--- src/rtl/bitstream_shift_loader.sv ---
// -----------------------------------------------------------------------------
// bitstream_shift_loader
//
// Streams an eFPGA configuration bitstream from a byte-wide synchronous memory
// into the fabric's two-wire serial config port. Each 32-bit word is fetched
// as four bytes (byte 0 is the most significant), then shifted out MSB first.
// Every data bit is interleaved with one bit of a fixed control word. After
// the last word a user-design reset pulse is issued, followed by a done pulse.
//
// Ports:
//   CLK        in   system clock, all logic on the rising edge
//   reset      in   asynchronous active-high reset
//   start      in   one-cycle load request, honoured only while idle
//   num_words  in   number of 32-bit words to send, sampled with start
//   rd_en      out  memory read strobe
//   rd_addr    out  memory byte address (0 whenever rd_en is low)
//   rd_data    in   memory read data, valid the cycle after rd_en
//   s_clk      out  serial config clock to the fabric
//   s_data     out  serial config data to the fabric
//   user_reset out  reset pulse to the configured user design
//   busy       out  high whenever the sequencer is not idle
//   done       out  one-cycle pulse at the end of a load
//
// Every output is a flop whose next value is decoded from the next-state
// values, so each output reflects the state the sequencer is in during that
// cycle and s_clk cannot glitch.
// -----------------------------------------------------------------------------
module bitstream_shift_loader #(
  parameter int unsigned ADDR_W          = 14,
  parameter logic [31:0] CTRL_WORD       = 32'h0000FAB1,
  parameter int unsigned USER_RST_CYCLES = 5
) (
  input  logic              CLK,
  input  logic              reset,
  input  logic              start,
  input  logic [ADDR_W-3:0] num_words,
  output logic              rd_en,
  output logic [ADDR_W-1:0] rd_addr,
  input  logic [7:0]        rd_data,
  output logic              s_clk,
  output logic              s_data,
  output logic              user_reset,
  output logic              busy,
  output logic              done
);

  localparam int unsigned WORD_W = ADDR_W - 2;
  localparam int unsigned URST_W = (USER_RST_CYCLES > 1) ? $clog2(USER_RST_CYCLES) : 1;

  // State encoding
  localparam logic [2:0] ST_IDLE  = 3'd0;
  localparam logic [2:0] ST_FETCH = 3'd1;
  localparam logic [2:0] ST_SHIFT = 3'd2;
  localparam logic [2:0] ST_URST  = 3'd3;
  localparam logic [2:0] ST_DONE  = 3'd4;

  // Both FETCH and each SHIFT slot last five cycles (0..4)
  localparam logic [2:0]        LAST_CYC  = 3'd4;
  localparam logic [4:0]        LAST_SLOT = 5'd31;
  localparam logic [URST_W-1:0] LAST_URST = URST_W'(USER_RST_CYCLES - 1);

  // Sequencer state
  logic [2:0]        state_q,    state_d;
  logic [2:0]        cyc_q,      cyc_d;
  logic [4:0]        slot_q,     slot_d;
  logic [WORD_W-1:0] word_idx_q, word_idx_d;
  logic [WORD_W-1:0] num_q,      num_d;
  logic [31:0]       shreg_q,    shreg_d;
  logic [URST_W-1:0] urst_q,     urst_d;

  // Next output values
  logic              rd_en_d;
  logic [ADDR_W-1:0] rd_addr_d;
  logic              s_clk_d;
  logic              s_data_d;
  logic              user_reset_d;
  logic              busy_d;
  logic              done_d;
  logic              shift_d;

  // State and output registers
  always_ff @(posedge CLK or posedge reset) begin
    if (reset) begin
      state_q    <= ST_IDLE;
      cyc_q      <= '0;
      slot_q     <= '0;
      word_idx_q <= '0;
      num_q      <= '0;
      shreg_q    <= '0;
      urst_q     <= '0;
      rd_en      <= 1'b0;
      rd_addr    <= '0;
      s_clk      <= 1'b0;
      s_data     <= 1'b0;
      user_reset <= 1'b0;
      busy       <= 1'b0;
      done       <= 1'b0;
    end else begin
      state_q    <= state_d;
      cyc_q      <= cyc_d;
      slot_q     <= slot_d;
      word_idx_q <= word_idx_d;
      num_q      <= num_d;
      shreg_q    <= shreg_d;
      urst_q     <= urst_d;
      rd_en      <= rd_en_d;
      rd_addr    <= rd_addr_d;
      s_clk      <= s_clk_d;
      s_data     <= s_data_d;
      user_reset <= user_reset_d;
      busy       <= busy_d;
      done       <= done_d;
    end
  end

  // Next-state and next-output decode
  always_comb begin
    state_d    = state_q;
    cyc_d      = cyc_q;
    slot_d     = slot_q;
    word_idx_d = word_idx_q;
    num_d      = num_q;
    shreg_d    = shreg_q;
    urst_d     = urst_q;

    case (state_q)
      ST_IDLE: begin
        if (start) begin
          num_d      = num_words;
          word_idx_d = '0;
          cyc_d      = '0;
          slot_d     = '0;
          shreg_d    = '0;
          urst_d     = '0;
          // An empty load skips straight to the user reset
          state_d    = (num_words == '0) ? ST_URST : ST_FETCH;
        end
      end

      ST_FETCH: begin
        // Reads go out in cycles 0..3; bytes land one cycle later (1..4)
        if (cyc_q != 3'd0) begin
          shreg_d = {shreg_q[23:0], rd_data};
        end
        if (cyc_q == LAST_CYC) begin
          state_d = ST_SHIFT;
          cyc_d   = '0;
          slot_d  = '0;
        end else begin
          cyc_d = cyc_q + 3'd1;
        end
      end

      ST_SHIFT: begin
        if (cyc_q == LAST_CYC) begin
          cyc_d = '0;
          if (slot_q == LAST_SLOT) begin
            slot_d = '0;
            // num_words is capped below 2^WORD_W, so the increment cannot wrap
            if ((word_idx_q + WORD_W'(1)) < num_q) begin
              word_idx_d = word_idx_q + WORD_W'(1);
              state_d    = ST_FETCH;
            end else begin
              urst_d  = '0;
              state_d = ST_URST;
            end
          end else begin
            slot_d = slot_q + 5'd1;
          end
        end else begin
          cyc_d = cyc_q + 3'd1;
        end
      end

      ST_URST: begin
        if (urst_q == LAST_URST) begin
          state_d = ST_DONE;
        end else begin
          urst_d = urst_q + URST_W'(1);
        end
      end

      ST_DONE: begin
        state_d = ST_IDLE;
      end

      default: begin
        state_d = ST_IDLE;
      end
    endcase

    // Outputs for the cycle the machine is about to enter
    rd_en_d      = (state_d == ST_FETCH) && (cyc_d != LAST_CYC);
    rd_addr_d    = rd_en_d ? {word_idx_d, cyc_d[1:0]} : '0;
    shift_d      = (state_d == ST_SHIFT);
    // Slot cycles 1-2 high: one rise (data sampled) and one fall (control sampled)
    s_clk_d      = shift_d && ((cyc_d == 3'd1) || (cyc_d == 3'd2));
    // ~slot_d selects bit 31-j; data leads for two cycles, control for three
    s_data_d     = shift_d && ((cyc_d < 3'd2) ? shreg_d[~slot_d] : CTRL_WORD[~slot_d]);
    user_reset_d = (state_d == ST_URST);
    done_d       = (state_d == ST_DONE);
    busy_d       = (state_d != ST_IDLE);
  end

endmodule

--- config.mk ---
export PLATFORM = sky130hd
export DESIGN_NAME = bitstream_shift_loader
export DESIGN_NICKNAME = d
export VERILOG_FILES = /design/src/rtl/bitstream_shift_loader.sv
export SDC_FILE = /design/constraint.sdc
export NUM_CORES = 1
export LEC_CHECK = 0
export BUFFER_PORTS_ARGS = -buffer_cell sky130_fd_sc_hd__buf_4
export CAP_MARGIN = 5
export CORE_ASPECT_RATIO = 0.6
export CORE_MARGIN = 2
export CORE_UTILIZATION = 52
export CTS_CLUSTER_DIAMETER = 200
export DETAILED_ROUTE_END_ITERATION = 6
export GPL_TIMING_DRIVEN = 0
export PLACE_DENSITY_LB_ADDON = 0.25
export SLEW_MARGIN = 15
export SYNTH_ARGS = -nofsm -noshare
export SYNTH_HDL_FRONTEND = slang
export SYNTH_SLANG_ARGS = --single-unit
--- constraint.sdc ---
create_clock -name CLK -period 4.63 [get_ports CLK]
set_input_delay 0.6945 -clock CLK [delete_from_list [all_inputs] [get_ports CLK]]
set_output_delay 0.6945 -clock CLK [all_outputs]
set_load 0.05 [all_outputs]
# Word level (Yosys, flattened, before mapping)
# Memory sizes are Yosys's and may differ from the RTL's.
# Cells that the tools add are included.
[word_totals] register_bits=90 romBits=32 output_inout_bits=20 elab_cells=88 mem_count=1
[classes] add_sub_neg=4 order_cmp=3 n_eq_ne=18 mux=35 bitwise=1 reduce_logical=12
[memory_table] memory="(no name shown)" words=32 width=1 rd=1 rd_ports_with_merged_regs=0 write_ports=0 line_no="199" rtl="s_data_d = shift_d && ((cyc_d < 3'd2) ? shreg_d[~slot_d] : CTRL_WORD[~slot_d]);"
[op_table] operator="two-way mux 32 bit" n=2
[op_table] operator="one-hot mux 32 bit (2 select lines)" n=1
[op_table] operator="two-way mux 12 bit" n=4
[op_table] operator="two-way mux 3 bit" n=12
[op_table] operator="one-hot mux 12 bit (2 select lines)" n=1
[op_table] operator="two-way mux 5 bit" n=4
[op_table] operator="== test 3 x 2 -> 1 bit (second input constant)" n=5
[op_table] operator="one-hot mux 5 bit (3 select lines)" n=1
[op_table] operator="two-way mux 14 bit" n=1
[op_table] operator="adder 12 x 1 -> 12 bit (second input constant)" n=1
[op_table] operator="zero test 12 bit" n=1
[op_table] operator="less-than comparator 12 bit" n=1
[op_table] operator="one-hot mux 3 bit (4 select lines)" n=1
[op_table] operator="!= test 2 bit (second input constant)" n=5
[op_table] operator="== test 3 x 1 -> 1 bit (second input constant)" n=3
[op_table] operator="== test 3 bit (second input constant)" n=3
[op_table] operator="one-hot mux 3 bit (3 select lines)" n=1
[op_table] operator="nonzero test 3 bit" n=3
[op_table] operator="adder 3 x 1 -> 3 bit (second input constant)" n=2
[op_table] operator="less-than comparator 5 x 6 -> 1 bit (second input constant)" n=1
[op_table] operator="one-hot mux 3 bit (2 select lines)" n=1
[op_table] operator="AND reduction 6 bit" n=1
[op_table] operator="adder 5 x 1 -> 5 bit (second input constant)" n=1
[op_table] operator="binary-select mux 1 bit (select 5 bit)" n=1
[op_table] operator="11 further kinds" n=16

# Depth between registers and ports, before layout
# Gate-level depths: netlist (run 1).
[depth] depth_word=9 mapped_depth=16 depth_no_buf=15

# Least setup slack after synthesis (run 1)
# Ideal clock, no wire load.
[synth_path] path_type="reg-to-reg" startpoint="reg word_idx_q[0]" endpoint="reg rd_addr[13]" arrival_ps=3278 setup_slack_ps=1273 stages_incl_launch_ff=17 period_less_slack_ps=3357 path_cell_list="dfrtp_1 -> ha_1 -> and3_1 -> and3_1 -> nand3_1 -> inv_1 -> and3_1 -> xor2_1 -> ha_1 -> a21o_1 -> a21oi_1 -> nor2b_1 -> nand2_1 -> a21oi_1 -> nand3_1 -> clkbuf_1 -> a21oi_1"
[synth_via] elab_chain_cells=9 elab_cells_between_ends=13
[synth_rtl] item="start: declaration" line_no="66" rtl="logic [WORD_W-1:0] word_idx_q, word_idx_d;"
[synth_rtl] item="start signal: assignment" line_no="102" rtl="word_idx_q <= word_idx_d;"
[synth_rtl] item="adder 12 x 1 -> 12 bit (*)" line_no="160, 161"
[synth_rtl] item="less-than comparator 12 bit" line_no="160" rtl="if ((word_idx_q + WORD_W'(1)) < num_q) begin"
[synth_rtl] item="two-way mux 2 bit" line_no="160"
[synth_rtl] item="two-way mux 3 bit" line_no="157" rtl="if (slot_q == LAST_SLOT) begin"
[synth_rtl] item="two-way mux 3 bit" line_no="155" rtl="if (cyc_q == LAST_CYC) begin"
[synth_rtl] item="one-hot mux 3 bit (4 select lines)" line_no="126" rtl="case (state_q)"
[synth_rtl] item="== test 3 x 1 -> 1 bit" line_no="193" rtl="rd_en_d = (state_d == ST_FETCH) && (cyc_d != LAST_CYC);"
[synth_rtl] item="logical AND 1 bit" line_no="193"
[synth_rtl] item="two-way mux 14 bit (*)" line_no="194" rtl="rd_addr_d = rd_en_d ? {word_idx_d, cyc_d[1:0]} : '0;"
[synth_rtl] item="net rd_addr_d[13]" line_no="73" rtl="logic [ADDR_W-1:0] rd_addr_d;"
[synth_rtl] item="end signal: assignment" line_no="107" rtl="rd_addr <= rd_addr_d;"
[synth_rtl] item="end: declaration" line_no="38" rtl="output logic [ADDR_W-1:0] rd_addr,"
# Mark *: on every way through the listed nets, which the timed path passes. The rest lies on a longest branch.
# A chain may end at the register's enable or synchronous reset.

# Worst setup path after layout (run 1)
# Same ends and word-level chain as after synthesis.

==> summary.md, run 1 <==
| Metric | Value |
|---|---|
| Status | `completed` |
| CTS root buf | `clkbuf_16` |
| CORE AREA | `8653 um^2` |
| PortBufs | `42` |
| Antenna violations before repair | `0` |
| Max Slew Vio Count | `0` |
| # IOs | `43` |
| Dpl hpwl | `around 8.5 mm` |
| Met3 usage | `8.897%` |
| Netlist cell types | `57` |
| WP data required | `4880 ps` |
| Clock skew | `4.361 ps` |
| GR Layer Usage met1 | `37.81%` |
| Post-cts resize count | `0` |
| Tcrit/Tclk final | `92.00%` |
| Hold_buf cts | `0` |
| Register area share after synthesis | `47.75%` |
| Area growth, synth to finish | `16.68%` |
| VDD IR-drop max | `255.8 uV` |
| TritonCTS clock tree | `yes` |
| Syn Nets | `525` |
| Placed Area | `5202 um^2` |
| Fill cells | `707` |
| Wire length per cell | `17.72 um` |
| Clock buffer depth | `2` |
| Power Density | `554.2 nW/um^2` |
| Hold Fails Final Rpt | `0` |
| # Post-CTS Setup Buffers | `0` |
| Share of cells above drive strength 1 | `16.61%` |
| H-Tree Level Count | `3` |
| Slowest stage delay, CP | `500 ps` |
| Detailed-route via count | `3969` |
| Sink Count | `90` |
| Die height | `around 78 um` |
| Total Routing Usage GR | `between 20% and 30%` |
| Setup Crit Path Kind | `flop to flop` |
| First DRT Iteration DRCs | `~440` |
| Flops & latches, synth | `90` |
| Post-layout power | `3.050 mW` |
| Synth warn | `0` |
| Slew HR | `36.36%` |
| Clk slew on worst S/H paths | `60 ps` |
| Critical path, cell by cell | `ha_1 > and3_1 > and3_1 > nand3_1 > inv_1 > and3_1 > xor2_1 > ha_1 > a21o_1 > a21oi_1 > nor2b_1 > nand2_1 > a21oi_1 > nand3_1 > clkbuf_1 > a21oi_1` |
| Worst Tran Pin Value | `941.3 ps` |
| Syn Std Cell Area | `4717 um^2` |
| Site row count | `26` |
| Setup tns final | `0 ps` |
| Reg2Reg Capture Point | `rd_addr[13]` |
| Drt pass-1 iters | `5` |
| Die width | `127.0 um` |
| GRT busiest layer | `met1` |
| DR DRC count | `0` |
| Clock Latency Late Sink | `340 ps` |
| Worst Slack Setup Final | `around 370 ps` |
| Final WL | `around 12 mm` |
| Routed vias/inst | `6.069` |
| Minimum clock period | `4260 ps` |
| Startpoint Class | `flop` |
| Post-route ant nets | `0` |
| Hold WC Path Type | `input port to async pin` |
| # diodes | `0` |
| Max-cap viol count | `0` |
| Starting density of the core | `54.51%` |
| RSZ-0062 raised after global routing | `false` |
| Top FF cell, synth | `dfrtp_1` |
| Crit path max-delay family | `simple AND/OR/NAND/NOR gates` |
| Aggregate global routing overflow | `0` |
| DP Worst Slack | `500.2 ps` |
| R2R cell count | `16` |
| Ys async rst share | `100.0%` |
| Vias in the first global route | `3579` |
| Hold_ws | `between 300 and 400 ps` |
| Internal reg-to-reg setup slack | `about 370 ps` |
| Mapped Cells | `484` |
| Num CTS Buffers | `9` |
| R2R Path Start | `word_idx_q[0]` |
| Post-synth EDFFs | `0` |
| Largest net degree at the start of global routing | `60` |
| Worst setup EP type | `flop` |
| Crit-path slowest cell | `dfrtp_1` |
| Final setup viols | `0` |
| Arrival time worst endpoint | `4510 ps` |
| Final GP Congestion | `roughly 0.91` |
| Fmax | `234.8 MHz` |
| Buf/Inv on CP | `2` |
| Die ar. | `9874 um^2` |
| Number of nets in the layout | `579` |
| Mean Syn Cell Area | `9.746 um^2` |
| Leak | `2.649 nW` |
| Crit path max fanout | `10` |
| First-pass GRT wire length | `about 19 mm` |
| Grt met2 use | `32.42%` |
| Fin area | `5504 um^2` |
-- cell usage in the layout (no fill, tap or decap), types with 11 or more instances in the layout --
master	instances
and3_1	11
buf_4	43
clkbuf_1	20
dfrtp_1	90
ha_1	18
inv_1	22
mux2_2	14
mux2i_1	11
nand2_1	57
nand3_1	38
nor2_1	12
nor2b_1	12
o21ai_0	51
-- layer usage --
| metal | up-vias | routed length [um] |
|---|---|---|
| met1 | 1915 | 5729 |
| met2 | 192 | 4608 |
| met3 | 11 | 1153 |
| met5 | - | 0 |
| li1 | 1851 | - |
| met4 | 0 | 100 |
-- power breakdown --
part	total (mW)	switching [mW]	internal [mW]
Combinational	1.21	0.798	0.414
Sequential	1.08	0.107	0.976
Clock	0.756	0.286	0.469
-- Yosys cell counts (all sizes together), types with 9 or more instances --
cell	count	area [um^2]
ha	18	225.2
inv	23	86.33
mux2	14	157.7
clkbuf	17	63.81
nand2	57	214.0
mux2i	11	110.1
a31oi	9	56.30
dfrtp	90	2252
nand3	38	190.2
nor2b	12	75.07
and3	11	68.82
o21ai	51	255.2
nor2	13	51.30
buf	9	56.30
-- layout make-up --
cell class	count	area [um^2]	area share, %
Buffer	26	120.1	2.182
Tap cell	112	140.1	2.546
Multi-Input combinational cell	343	2246	40.80
Clock buffer	12	236.5	4.296
Timing Repair Buffer	43	342.8	6.229
Sequential cell	90	2252	40.92
Clock inverter	3	65.06	1.182
Inverter	25	101.3	1.841
-- kinds of logic (layout without fill, tap and decap cells) --
group | Yosys count | in the layout | synth area share (%)
simple gates | 173 | 173 | 19.23
compound gates | 114 | 114 | 15.52
flops | 90 | 90 | 47.75
buf+inv | 51 | 109 | 4.642
mux | 25 | 25 | 5.676
fa+ha+maj | 18 | 18 | 4.775
xor+xnor | 13 | 13 | 2.414
-- worst max-delay path by stage --
stage / startpoint / endpoint / slack, ps / depth (start not counted)
after CTS: word_idx_q[0] / rd_addr[13] / 470 / 16
final: word_idx_q[0] / rd_addr[13] / 370 / 16
after floorplan: word_idx_q[0] / rd_addr[13] / 1270 / 16
after detailed placement: word_idx_q[0] / rd_addr[13] / 500 / 16
after global placement: word_idx_q[0] / rd_addr[13] / 530 / 16
after global routing: word_idx_q[0] / rd_addr[13] / 80 / 16
-- stage by stage --
step | cells | util (%)
finish | 654 | 63.61
CTS | 654 | 63.61
floorplan | 484 | -
global placement | 638 | 59.77
detailed placement | 639 | 60.12
global route | 654 | 63.61
-- flip-flops by register name, indices dropped and copies added (netlist names), 3 cells and up --
| signal | cells |
|---|---|
| shreg_q | 32 |
| rd_addr | 14 |
| num_q | 12 |
| word_idx_q | 12 |
| slot_q | 5 |
| cyc_q | 3 |
| state_q | 3 |
| urst_q | 3 |
Note: power is estimated with default switching activity, not from simulation.
==> run 2, diff against run 1 <==
--- a/config.mk
+++ b/config.mk
@@ -9,7 +9,7 @@
 export CAP_MARGIN = 5
 export CORE_ASPECT_RATIO = 0.6
 export CORE_MARGIN = 2
-export CORE_UTILIZATION = 52
+export CORE_UTILIZATION = 35
 export CTS_CLUSTER_DIAMETER = 200
 export DETAILED_ROUTE_END_ITERATION = 6
 export GPL_TIMING_DRIVEN = 0
==> run 2 against run 1 <==
  * Register-to-register slack better by 40 ps
  * Global-route usage is 6.4 points lower
  * Die area is 46% higher
  * Highest routed layer unchanged
==> summary.md, run 2 (synthesis gave the netlist of run 1 again) <==
| Metric | Value |
|---|---|
| Area of the multi-input gates | `roughly 2200 um^2` |
| R2R cell count | `15` |
| Final setup viols | `0` |
| # diodes | `0` |
| Final GP Congestion | `0.8864` |
| Setup Crit Path Kind | `flop to flop` |
| Max-cap viol count | `0` |
| DR DRC count | `0` |
| Clock Latency Late Sink | `about 340 ps` |
| Sw frac | `38.56%` |
| Vias in the first global route | `roughly 3800` |
| Crit-path slowest cell | `dfrtp_1` |
| Crit path max fanout | `10` |
| Arrival time worst endpoint | `4500 ps` |
| Commonest non-fill, non-tap cell in the layout | `dfrtp_1` |
| Number of nets in the layout | `579` |
| Routed vias/inst | `5.460` |
| Detailed-route via count | `3893` |
| Area growth, synth to finish | `19.42%` |
| Die ar. | `14450 um^2` |
| Hold_ws | `approximately 430 ps` |
| Critical path, cell by cell | `ha_1 > and3_1 > and3_1 > nand3_1 > inv_1 > and3_1 > xor2_1 > ha_1 > a21o_1 > a21oi_1 > nor2b_1 > clkbuf_1 > nand4_1 > o21ai_0 > nor2b_1` |
| Comb pwr share | `38.7%` |
| Reg2Reg Capture Point | `rd_addr[4]` |
| Crit path max-delay family | `simple AND/OR/NAND/NOR gates` |
| WL met1 | `about 6.6 mm` |
| Sink Count | `90` |
| WP data required | `4900 ps` |
| Total Routing Usage GR | `18.06%` |
| Hold WC Path Type | `input port to async pin` |
| Final WL | `~12 mm` |
| Post-layout power | `3.169 mW` |
| Power Density | `roughly 560 nW/um^2` |
| Slew HR | `43.14%` |
| Internal power | `a little under 2 mW` |
| Clock buffer depth | `2` |
| Met3 WL | `686 um` |
| Share of cells above drive strength 1 | `17.68%` |
| Fmax | `236.8 MHz` |
| Clock Power Share | `27.2%` |
| CTS root buf | `clkbuf_16` |
| Worst setup EP type | `flop` |
| Buf/Inv on CP | `2` |
| Startpoint Class | `flop` |
| Post-route ant nets | `0` |
| Starting density of the core | `~36%` |
| Status | `completed` |
| Final Core Density | `between 40% and 50%` |
| TritonCTS clock tree | `yes` |
| Site row count | `32` |
| Largest registers | `shreg_q x32, rd_addr x14` |
| Fill cells | `roughly 1300` |
| Die height | `93.93 um` |
| Internal reg-to-reg setup slack | `about 400 ps` |
| DP Cell Count | `697` |
| Worst Tran Pin Value | `between 800 and 900 ps` |
| VDD IR-drop max | `186.3 uV` |
| Sequential Power Share | `34.0%` |
| Minimum clock period | `4223 ps` |
| Hold_buf cts | `0` |
| Largest Register | `shreg_q` |
| RSZ-0062 raised after global routing | `false` |
| Largest register FFs | `32` |
| Max Used Layer | `met4` |
| Hold Fails Final Rpt | `0` |
| First-pass GRT wire length | `20.20 mm` |
| Largest net degree at the start of global routing | `48` |
| Max Slew Vio Count | `0` |
| Most frequent cells in the layout | `dfrtp_1, nand2_1, o21ai_0` |
| Clock skew | `4.756 ps` |
| Num CTS Buffers | `9` |
| Wire length per cell | `about 17 um` |
| Aggregate global routing overflow | `0` |
| CORE AREA | `13010 um^2` |
| Final Non-Filler Cells | `713` |
| Antenna violations before repair | `0` |
| PortBufs | `42` |
| Slowest stage delay, CP | `~520 ps` |
| # IOs | `43` |
| Drt pass-1 iters | `5` |
| Sw Pwr | `1.222 mW` |
| R2R Path Start | `word_idx_q[0]` |
| H-Tree Level Count | `3` |
| Routed wl met2 | `4.803 mm` |
| Dpl hpwl | `8.883 mm` |
| Die width | `around 150 um` |
| Register area | `2252 um^2` |
| Tcrit/Tclk final | `91.22%` |
| Clk slew on worst S/H paths | `60 ps` |
| First DRT Iteration DRCs | `335` |
| Most used cell, CP | `and3_1` |
| Setup tns final | `0 ps` |
| Leak | `2.682 nW` |
## run 2: power by group through the flow
| stage | Clock, mW | Sequential, mW | Combinational (mW) |
|---|---|---|---|
| 2_1_floorplan | 0 | 1.13 | 0.810 |
| 6_report | 0.862 | 1.08 | 1.23 |
| 5_1_grt | 0.911 | 1.10 | 1.38 |
| 3_5_place_dp | 0 | 1.09 | 1.21 |
| 4_1_cts | 0.884 | 1.08 | 1.22 |
| 3_3_place_gp | 0 | 1.09 | 1.18 |
## run 2: layer usage
| layer | track usage (%) | up-vias |
|---|---|---|
| met5 | 0 | - |
| met1 | 28.63 | 1903 |
| li1 | - | 1846 |
| met3 | 4.105 | 10 |
| met2 | 24.10 | 134 |
| met4 | 4.751 | 0 |
## run 2: how the worst max path moves through the flow
| stage | from | to | slack [ps] | depth (start not counted) |
|---|---|---|---|---|
| finish | word_idx_q[0] | rd_addr[4] | 410 | 15 |
| global route | word_idx_q[0] | rd_addr[10] | 90 | 16 |
| CTS | word_idx_q[0] | rd_addr[13] | 310 | 16 |
| detailed placement | word_idx_q[0] | rd_addr[10] | 370 | 16 |
| global placement | reset | rd_addr[0] | 410 | 2 |
| floorplan | word_idx_q[0] | rd_addr[13] | 1270 | 16 |
## run 2: worst register-to-register path: stages, from the launching register on
cell	delay (ps)
dfrtp_1	520
ha_1	350
and3_1	210
and3_1	250
nand3_1	180
inv_1	110
and3_1	170
xor2_1	250
ha_1	300
a21o_1	180
a21oi_1	170
nor2b_1	280
clkbuf_1	420
nand4_1	140
o21ai_0	430
nor2b_1	190
## run 2: final cells by class
class	instances	area share, %
Clock buffer	11	4.487
Sequential cell	90	39.98
Tap cell	170	3.776
Inverter	25	1.799
Clock inverter	5	1.777
Multi-Input combinational cell	343	39.94
Buffer	26	2.155
Timing Repair Buffer	43	6.086
## run 2: through the flow
stage	setup slack [ps]	instance area (um^2)
6_report	406.5	5633
3_3_place_gp	413.5	5245
5_1_grt	86.94	5633
2_1_floorplan	1273	4717
4_1_cts	306.0	5628
3_5_place_dp	374.6	5275
## run 2: timing repair
action                                  4_1_cts  5_1_grt
gates resized for setup                       0        3
endpoints found under the setup margin        0       10
hold endpoints to repair                      0        0
buffers inserted                              0        0
